==> src/rtl/node_rescale_pkg.sv <==
// Shared constants, FSM state and per-lane exponent re-bias for node_exp_rescaler.
// FP32 field layout; rescale_lane returns the lane result plus flush/saturate flags.
package node_rescale_pkg;

  localparam int DW       = 32;
  localparam int LANES    = 4;
  localparam int EXP_BIAS = 127;
  localparam int SIGN_BIT = 31;
  localparam int EXP_MSB  = 30;
  localparam int EXP_LSB  = 23;
  localparam int MAN_W    = 23;

  typedef enum logic {
    WAIT_EXP,
    STREAM
  } state_e;

  typedef struct packed {
    logic [DW-1:0] val;
    logic          flush;
    logic          sat;
  } lane_res_t;

  function automatic lane_res_t rescale_lane(
    input logic [DW-1:0] lane,
    input logic [7:0]    mx,
    input logic [9:0]    bias
  );
    lane_res_t  r;
    logic       s;
    logic [7:0] e;
    logic [9:0] en;
    s       = lane[SIGN_BIT];
    e       = lane[EXP_MSB:EXP_LSB];
    en      = {2'b00, e} - {2'b00, mx} + bias;
    r.val   = lane;
    r.flush = 1'b0;
    r.sat   = 1'b0;
    // en is a 10-bit two's-complement value; bit 9 marks e' < 0
    if (e == 8'd0) begin
      r.val = {s, {(DW-1){1'b0}}};
    end else if (e == 8'hFF) begin
      r.val = lane;
    end else if (en[9] || en == 10'd0) begin
      r.val   = {s, {(DW-1){1'b0}}};
      r.flush = 1'b1;
    end else if (en >= 10'd255) begin
      r.val = {s, 8'hFF, {MAN_W{1'b0}}};
      r.sat = 1'b1;
    end else begin
      r.val = {s, en[7:0], lane[MAN_W-1:0]};
    end
    return r;
  endfunction

endpackage

==> src/rtl/node_exp_rescaler_fifo.sv <==
// sync_fifo: beat buffer for node_exp_rescaler.
// Extra pointer MSB separates full from empty; pointers wrap modulo DEPTH.
module sync_fifo #(
  parameter int WIDTH = 128,
  parameter int DEPTH = 16
) (
  input  logic             clk,
  input  logic             rst,
  input  logic             push,
  input  logic [WIDTH-1:0] wdata,
  input  logic             pop,
  output logic [WIDTH-1:0] rdata,
  output logic             full,
  output logic             empty
);

  localparam int AW = $clog2(DEPTH);

  logic [WIDTH-1:0] mem_q [DEPTH];
  logic [AW:0]      wr_q, wr_d;
  logic [AW:0]      rd_q, rd_d;

  assign empty = (wr_q == rd_q);
  assign full  = (wr_q[AW] != rd_q[AW]) &&
                 (wr_q[AW-1:0] == rd_q[AW-1:0]);
  assign rdata = mem_q[rd_q[AW-1:0]];

  always_comb begin
    wr_d = wr_q;
    rd_d = rd_q;
    if (push && !full) wr_d = wr_q + (AW+1)'(1);
    if (pop && !empty) rd_d = rd_q + (AW+1)'(1);
  end

  always_ff @(posedge clk) begin
    if (rst) begin
      wr_q <= '0;
      rd_q <= '0;
    end else begin
      wr_q <= wr_d;
      rd_q <= rd_d;
    end
  end

  always_ff @(posedge clk) begin
    if (push && !full) mem_q[wr_q[AW-1:0]] <= wdata;
  end

endmodule

==> src/rtl/node_exp_rescaler.sv <==
// node_exp_rescaler: re-biases every FP lane of a node by its max exponent.
// Define RESCALE_STATS_EN to add flush_cnt / sat_cnt lane counters.
module node_exp_rescaler #(
  parameter int DW         = 32,
  parameter int LANES      = 4,
  parameter int FIFO_DEPTH = 16,
  parameter int EXP_BIAS   = 127
) (
  input  logic                  clk,
  input  logic                  rst,
  input  logic [10:0]           num_of_line_per_node_minusone,
  input  logic [LANES*DW-1:0]   in_data,
  input  logic                  in_vld,
  output logic                  in_ready,
  input  logic [7:0]            max_exponent,
  input  logic                  max_exponent_vld,
  output logic [LANES*DW-1:0]   out_data,
  output logic                  out_vld,
  input  logic                  out_ready,
  output logic                  out_last,
  output logic [7:0]            out_scale,
  output logic                  exp_overrun
`ifdef RESCALE_STATS_EN
  ,
  output logic [15:0]           flush_cnt,
  output logic [15:0]           sat_cnt
`endif
);

  import node_rescale_pkg::*;

  localparam int         BW     = LANES * DW;
  localparam logic [9:0] BIAS10 = 10'(EXP_BIAS);

  state_e        state_q, state_d;
  logic          act_vld_q, act_vld_d;
  logic [7:0]    act_q, act_d;
  logic          pend_vld_q, pend_vld_d;
  logic [7:0]    pend_q, pend_d;
  logic          ovr_q, ovr_d;
  logic [10:0]   node_len_q, node_len_d;
  logic [10:0]   beat_cnt_q, beat_cnt_d;
  logic [BW-1:0] out_data_q, out_data_d;
  logic [7:0]    out_scale_q, out_scale_d;
  logic          out_last_q, out_last_d;
  logic          out_vld_q, out_vld_d;

  logic          push, pop, full, empty, last_pop;
  logic [BW-1:0] fifo_rdata, res_data;
  logic [LANES-1:0] res_flush, res_sat;

  assign in_ready = !rst && !full;
  assign push     = in_vld && in_ready;

  sync_fifo #(
    .WIDTH (BW),
    .DEPTH (FIFO_DEPTH)
  ) u_fifo (
    .clk   (clk),
    .rst   (rst),
    .push  (push),
    .wdata (in_data),
    .pop   (pop),
    .rdata (fifo_rdata),
    .full  (full),
    .empty (empty)
  );

  assign pop      = (state_q == STREAM) && !empty &&
                    (!out_vld_q || out_ready);
  assign last_pop = pop && (beat_cnt_q == node_len_q);

  always_comb begin : lane_math
    lane_res_t r;
    r         = '0;
    res_data  = '0;
    res_flush = '0;
    res_sat   = '0;
    for (int i = 0; i < LANES; i++) begin
      r = rescale_lane(fifo_rdata[i*DW +: DW], act_q, BIAS10);
      res_data[i*DW +: DW] = r.val;
      res_flush[i]         = r.flush;
      res_sat[i]           = r.sat;
    end
  end

  // Retire first so a same-cycle strobe can land in a freed slot
  always_comb begin
    act_vld_d  = act_vld_q;
    act_d      = act_q;
    pend_vld_d = pend_vld_q;
    pend_d     = pend_q;
    ovr_d      = ovr_q;
    if (last_pop) begin
      act_vld_d  = pend_vld_q;
      act_d      = pend_q;
      pend_vld_d = 1'b0;
    end
    if (max_exponent_vld) begin
      if (!act_vld_d) begin
        act_vld_d = 1'b1;
        act_d     = max_exponent;
      end else if (!pend_vld_d) begin
        pend_vld_d = 1'b1;
        pend_d     = max_exponent;
      end else begin
        ovr_d = 1'b1;
      end
    end
  end

  always_comb begin
    state_d    = state_q;
    node_len_d = node_len_q;
    beat_cnt_d = beat_cnt_q;
    unique case (state_q)
      WAIT_EXP: begin
        if (act_vld_q) begin
          node_len_d = num_of_line_per_node_minusone;
          beat_cnt_d = '0;
          state_d    = STREAM;
        end
      end
      STREAM: begin
        if (pop) beat_cnt_d = beat_cnt_q + 11'd1;
        if (last_pop) begin
          if (pend_vld_q) begin
            node_len_d = num_of_line_per_node_minusone;
            beat_cnt_d = '0;
          end else begin
            state_d = WAIT_EXP;
          end
        end
      end
      default: state_d = WAIT_EXP;
    endcase
  end

  always_comb begin
    out_vld_d   = out_vld_q;
    out_data_d  = out_data_q;
    out_scale_d = out_scale_q;
    out_last_d  = out_last_q;
    if (pop) begin
      out_vld_d   = 1'b1;
      out_data_d  = res_data;
      out_scale_d = act_q;
      out_last_d  = last_pop;
    end else if (out_ready) begin
      out_vld_d = 1'b0;
    end
  end

  always_ff @(posedge clk) begin
    if (rst) begin
      state_q     <= WAIT_EXP;
      act_vld_q   <= 1'b0;
      act_q       <= '0;
      pend_vld_q  <= 1'b0;
      pend_q      <= '0;
      ovr_q       <= 1'b0;
      node_len_q  <= '0;
      beat_cnt_q  <= '0;
      out_vld_q   <= 1'b0;
      out_data_q  <= '0;
      out_scale_q <= '0;
      out_last_q  <= 1'b0;
    end else begin
      state_q     <= state_d;
      act_vld_q   <= act_vld_d;
      act_q       <= act_d;
      pend_vld_q  <= pend_vld_d;
      pend_q      <= pend_d;
      ovr_q       <= ovr_d;
      node_len_q  <= node_len_d;
      beat_cnt_q  <= beat_cnt_d;
      out_vld_q   <= out_vld_d;
      out_data_q  <= out_data_d;
      out_scale_q <= out_scale_d;
      out_last_q  <= out_last_d;
    end
  end

  assign out_vld     = out_vld_q;
  assign out_data    = out_data_q;
  assign out_scale   = out_scale_q;
  assign out_last    = out_last_q;
  assign exp_overrun = ovr_q;

`ifdef RESCALE_STATS_EN
  logic [15:0] flush_cnt_q, flush_cnt_d;
  logic [15:0] sat_cnt_q, sat_cnt_d;

  always_comb begin
    flush_cnt_d = flush_cnt_q;
    sat_cnt_d   = sat_cnt_q;
    if (pop) begin
      for (int i = 0; i < LANES; i++) begin
        flush_cnt_d = flush_cnt_d + 16'(res_flush[i]);
        sat_cnt_d   = sat_cnt_d + 16'(res_sat[i]);
      end
    end
  end

  always_ff @(posedge clk) begin
    if (rst) begin
      flush_cnt_q <= '0;
      sat_cnt_q   <= '0;
    end else begin
      flush_cnt_q <= flush_cnt_d;
      sat_cnt_q   <= sat_cnt_d;
    end
  end

  assign flush_cnt = flush_cnt_q;
  assign sat_cnt   = sat_cnt_q;
`else
  logic unused_stats;
  assign unused_stats = ^{res_flush, res_sat};
`endif

endmodule

==> config.mk <==
export PLATFORM = sky130hd
export DESIGN_NAME = node_exp_rescaler
export DESIGN_NICKNAME = d
export VERILOG_FILES = /design/src/rtl/node_rescale_pkg.sv /design/src/rtl/node_exp_rescaler_fifo.sv /design/src/rtl/node_exp_rescaler.sv
export SDC_FILE = /design/constraint.sdc
export NUM_CORES = 2
export LEC_CHECK = 0
export BUFFER_PORTS_ARGS = -buffer_cell sky130_fd_sc_hd__buf_2
export CORE_MARGIN = 2
export CORE_UTILIZATION = 62
export DETAILED_ROUTE_END_ITERATION = 12
export HOLD_SLACK_MARGIN = 0.03
export PLACE_DENSITY = 0.8
export RECOVER_POWER = 50
export SYNTH_ARGS = -nofsm -noshare
export SYNTH_HDL_FRONTEND = slang
export SYNTH_SLANG_ARGS = --single-unit
==> constraint.sdc <==
create_clock -name clk -period 12.6 [get_ports clk]
set_clock_uncertainty 0.05 [all_clocks]
set_input_delay 0.63 -clock clk [delete_from_list [all_inputs] [get_ports clk]]
set_output_delay 0.63 -clock clk [all_outputs]
set_load 0.1 [all_outputs]
==> results.tsv <==
stage	metric	value	unit
logic_synthesis	netlist_area	0.0867	mm2
cts	cts_setup_buffers	0	
place	dp.cells	6166	
final_layout	final_common_cell	edfxtp_1	
routing	vias	44857	
logic_synthesis	ys_seq_elements	2242	
routing	highest_layer	met5	
timing	setup_ws	5.39	ns
logic_synthesis	yosys_warnings	0	
floorplanning	die_h	378	um
run_status	status	finished with violations	
critical_path	worstPathMaxFanout	103	
cts	cts_buffer_depth	3	
routing	wl_per_cell	32.8	um
final_layout	final_cell_mix	2048 x edfxtp_1, 616 x mux4_2, 321 x clkbuf_1	
floorplanning	start_util	62.3	%
timing	rsz0062_at_grt	false	
cts	clockRootBuffer	clkbuf_16	
floorplanning	io_pins	292	
cts	clk_pin_slew	0.07	ns
cts	htree_levels	4	
routing	wirelength	216000	um
timing	hold_viol	0	
grt	grt_pass1_wl	315000	um
place	dp_slack	5.58	ns
routing	wl_met1	78500	um
critical_path	critical_path_arrival	7.86	ns
timing	finalSetupViolCount	0	
routing	dr_wl_met3	21300	um
logic_synthesis	synth-async-reset-ratio	0	%
logic_synthesis	ys_types	70	
cts	clk_latency	0.84	ns
place	gp_congestion	0.859	
power	power_leakage	30.1	nW
cts	cts_tree	yes	
grt	grt_max_degree	147	
final_layout	nNetsFinal	4723	
timing	drv_slew	3	
logic_synthesis	synth_cells	4127	
hold_path	hp-class	input pin to flip-flop	
floorplanning	die_x	378	um
critical_path	cp-start-kind	flip-flop	
run_status	violations	max-capacitance violations, max-slew violations	
floorplanning	fp.dieArea	0.143	mm2
power	finalPower	0.0159	W
place	io_buffers	291	
logic_synthesis	synth_nets	4329	
logic_synthesis	synth-seq-area-share	75.4	%
timing	fin_crit_sh	57.2	%
final_layout	instances_no_fill	6603	
timing	period_needed	7.21	ns
routing	dr_wl_met2	109000	um
power	ir_drop	0.144	mV
cts	cts_made_buffers	209	
critical_path	cp-end-kind	flip-flop	
place	hpwl	106000	um
final_layout	syn_to_final_growth	12.2	%
logic_synthesis	synth_edf_count	2048	
logic_synthesis	ys.flop_type	edfxtp_1	
grt	antenna_found_initial	37	
final_layout	drive_gt1_share	22.7	%
timing	worst_pin_slew	1.61	ns
grt	grt_pass1_vias	45921	
routing	drc	0	
flow_run	max_cap_violations	3	
routing	drt_iter0_drc	5907	
critical_path	critPathKind	flip-flop to flip-flop	
cts	clock-sinks	2242	
floorplanning	row_count	137	
floorplanning	core-area	0.139	mm2
timing	clock.fmax	139	MHz
timing	finalSetupTns	0	ns
routing	viasPerCell	6.79	
routing	drt_pass1_iterations	9	
power	power.density	164	mW/mm2
timing	slew_headroom	-6.81	%
routing	postRouteAntennaNets	0	
grt	track_usage	30.8	%
logic_synthesis	avgSynthCellArea	21.0	um2
critical_path	cp.required	13.25	ns
grt	grt.overflow.total	0	
==> final timing paths <==
path | startpoint | end | slack (ns) | cells past startpoint
worst max-delay path | flip-flop | out_data[11] | 5.39 | 14
worst min-delay path | out_ready | out_vld | 0.09 | 3
worst max register to register | flip-flop | out_data[11] | 5.39 | 14
worst min register to register | out_data[94] | out_data[94] | 0.40 | 2
==> worst max-delay path, stage by stage, from the launching register on <==
cell and delay [ns]:
dfxtp_4 0.83, buf_12 0.67, buf_4 0.89, mux4_2 0.65, mux4_2 0.56, ha_1 0.44, and2_1 0.22, a32oi_1 0.36
o2bb2ai_1 0.26, o2111ai_1 0.36, o21ai_0 0.34, a21oi_1 0.15, a311oi_4 0.45, buf_4 0.43, o21ai_0 0.19
==> state kept, by name (all words and copies together) (netlist names), named ones only <==
name / count
node_len_q: 11
u_fifo.mem_q: 2048
u_fifo.rd_q: 5
out_data: 128
out_vld: 1
exp_overrun: 1
out_last: 1
beat_cnt_q: 11
act_q: 8
u_fifo.wr_q: 5
out_scale: 8
pend_vld_q: 1
pend_q: 8
act_vld_q: 1
state_q: 1
==> cell usage after synthesis, types with 6 or more instances <==
library cell	n	share of area (%)
a211oi_1	25	0.22
a21o_1	15	0.13
a21oi_1	70	0.40
a221o_1	7	0.081
a22oi_1	51	0.44
a311oi_1	9	0.091
a31oi_1	10	0.072
a32o_1	25	0.29
and2_1	7	0.050
and3_1	12	0.087
buf_1	14	0.061
buf_2	59	0.34
buf_6	9	0.12
clkbuf_1	113	0.49
dfxtp_1	194	4.5
edfxtp_1	2048	71
ha_1	46	0.66
inv_1	84	0.36
mux2i_1	36	0.42
mux4_2	616	16
nand2_1	198	0.86
nand2b_1	6	0.043
nand3_1	19	0.11
nand4_1	20	0.14
nor2_1	91	0.39
nor2b_1	9	0.065
nor3_1	21	0.12
nor4_1	13	0.094
o2111ai_1	8	0.081
o21a_1	8	0.069
o21ai_0	105	0.61
o21ai_1	11	0.063
o31ai_1	11	0.095
or2_2	6	0.043
xnor2_1	26	0.26
xor2_1	32	0.32
==> kinds of logic after synthesis <==
family | share of synthesized area (%)
AO/OA/AOI/OAI | 3.23
XOR/XNOR | 0.638
adder cells (fa/ha/maj) | 0.756
buffers and inverters | 1.44
flip-flops | 75.4
multiplexers | 16.4
AND/OR/NAND/NOR | 2.16
==> metrics by stage <==
step | util [%] | area, um2 | hold slack (ns)
4_1_cts | 70.1 | 97600 | 0.0477
2_1_floorplan | - | 86700 | 0.395
5_1_grt | 69.9 | 97300 | 0.108
6_report | 69.9 | 97300 | 0.0947
3_5_place_dp | 65.0 | 90500 | 0.387
3_3_place_gp | 65.0 | 90500 | 0.380
==> timing repair <==
item                                   CTS  global route
endpoints found under the hold margin   26             0
hold buffers                            20             0
resized for setup                        0             0
==> power by group <==
group	total (W)	internal [W]	leakage, nW	switching [W]
sequential	0.00824	0.00819	20.0	0.0000486
combinational	0.00134	0.000467	6.72	0.000868
clock	0.00636	0.00359	3.36	0.00277
total	0.0159	0.0122	30.1	0.00369
==> area by class of cell <==
class | count | area, um2
inverters | 86 | 323
well taps | 1876 | 2350
diodes | 21 | 52.6
repair buffers | 386 | 1990
clock inverters | 124 | 1340
multi-input cells | 1596 | 20300
flip-flops and latches | 2242 | 65400
fillers | 8230 | 41900
clock buffers | 272 | 5570
==> layer usage <==
metal / up-vias / GRT usage [%]
met5: - / 0
met4: 38 / 11.5
met3: 451 / 6.68
met2: 2874 / 50.5
met1: 23467 / 41.2
li1: 18027 / -
(Power assumes the default switching activity.)
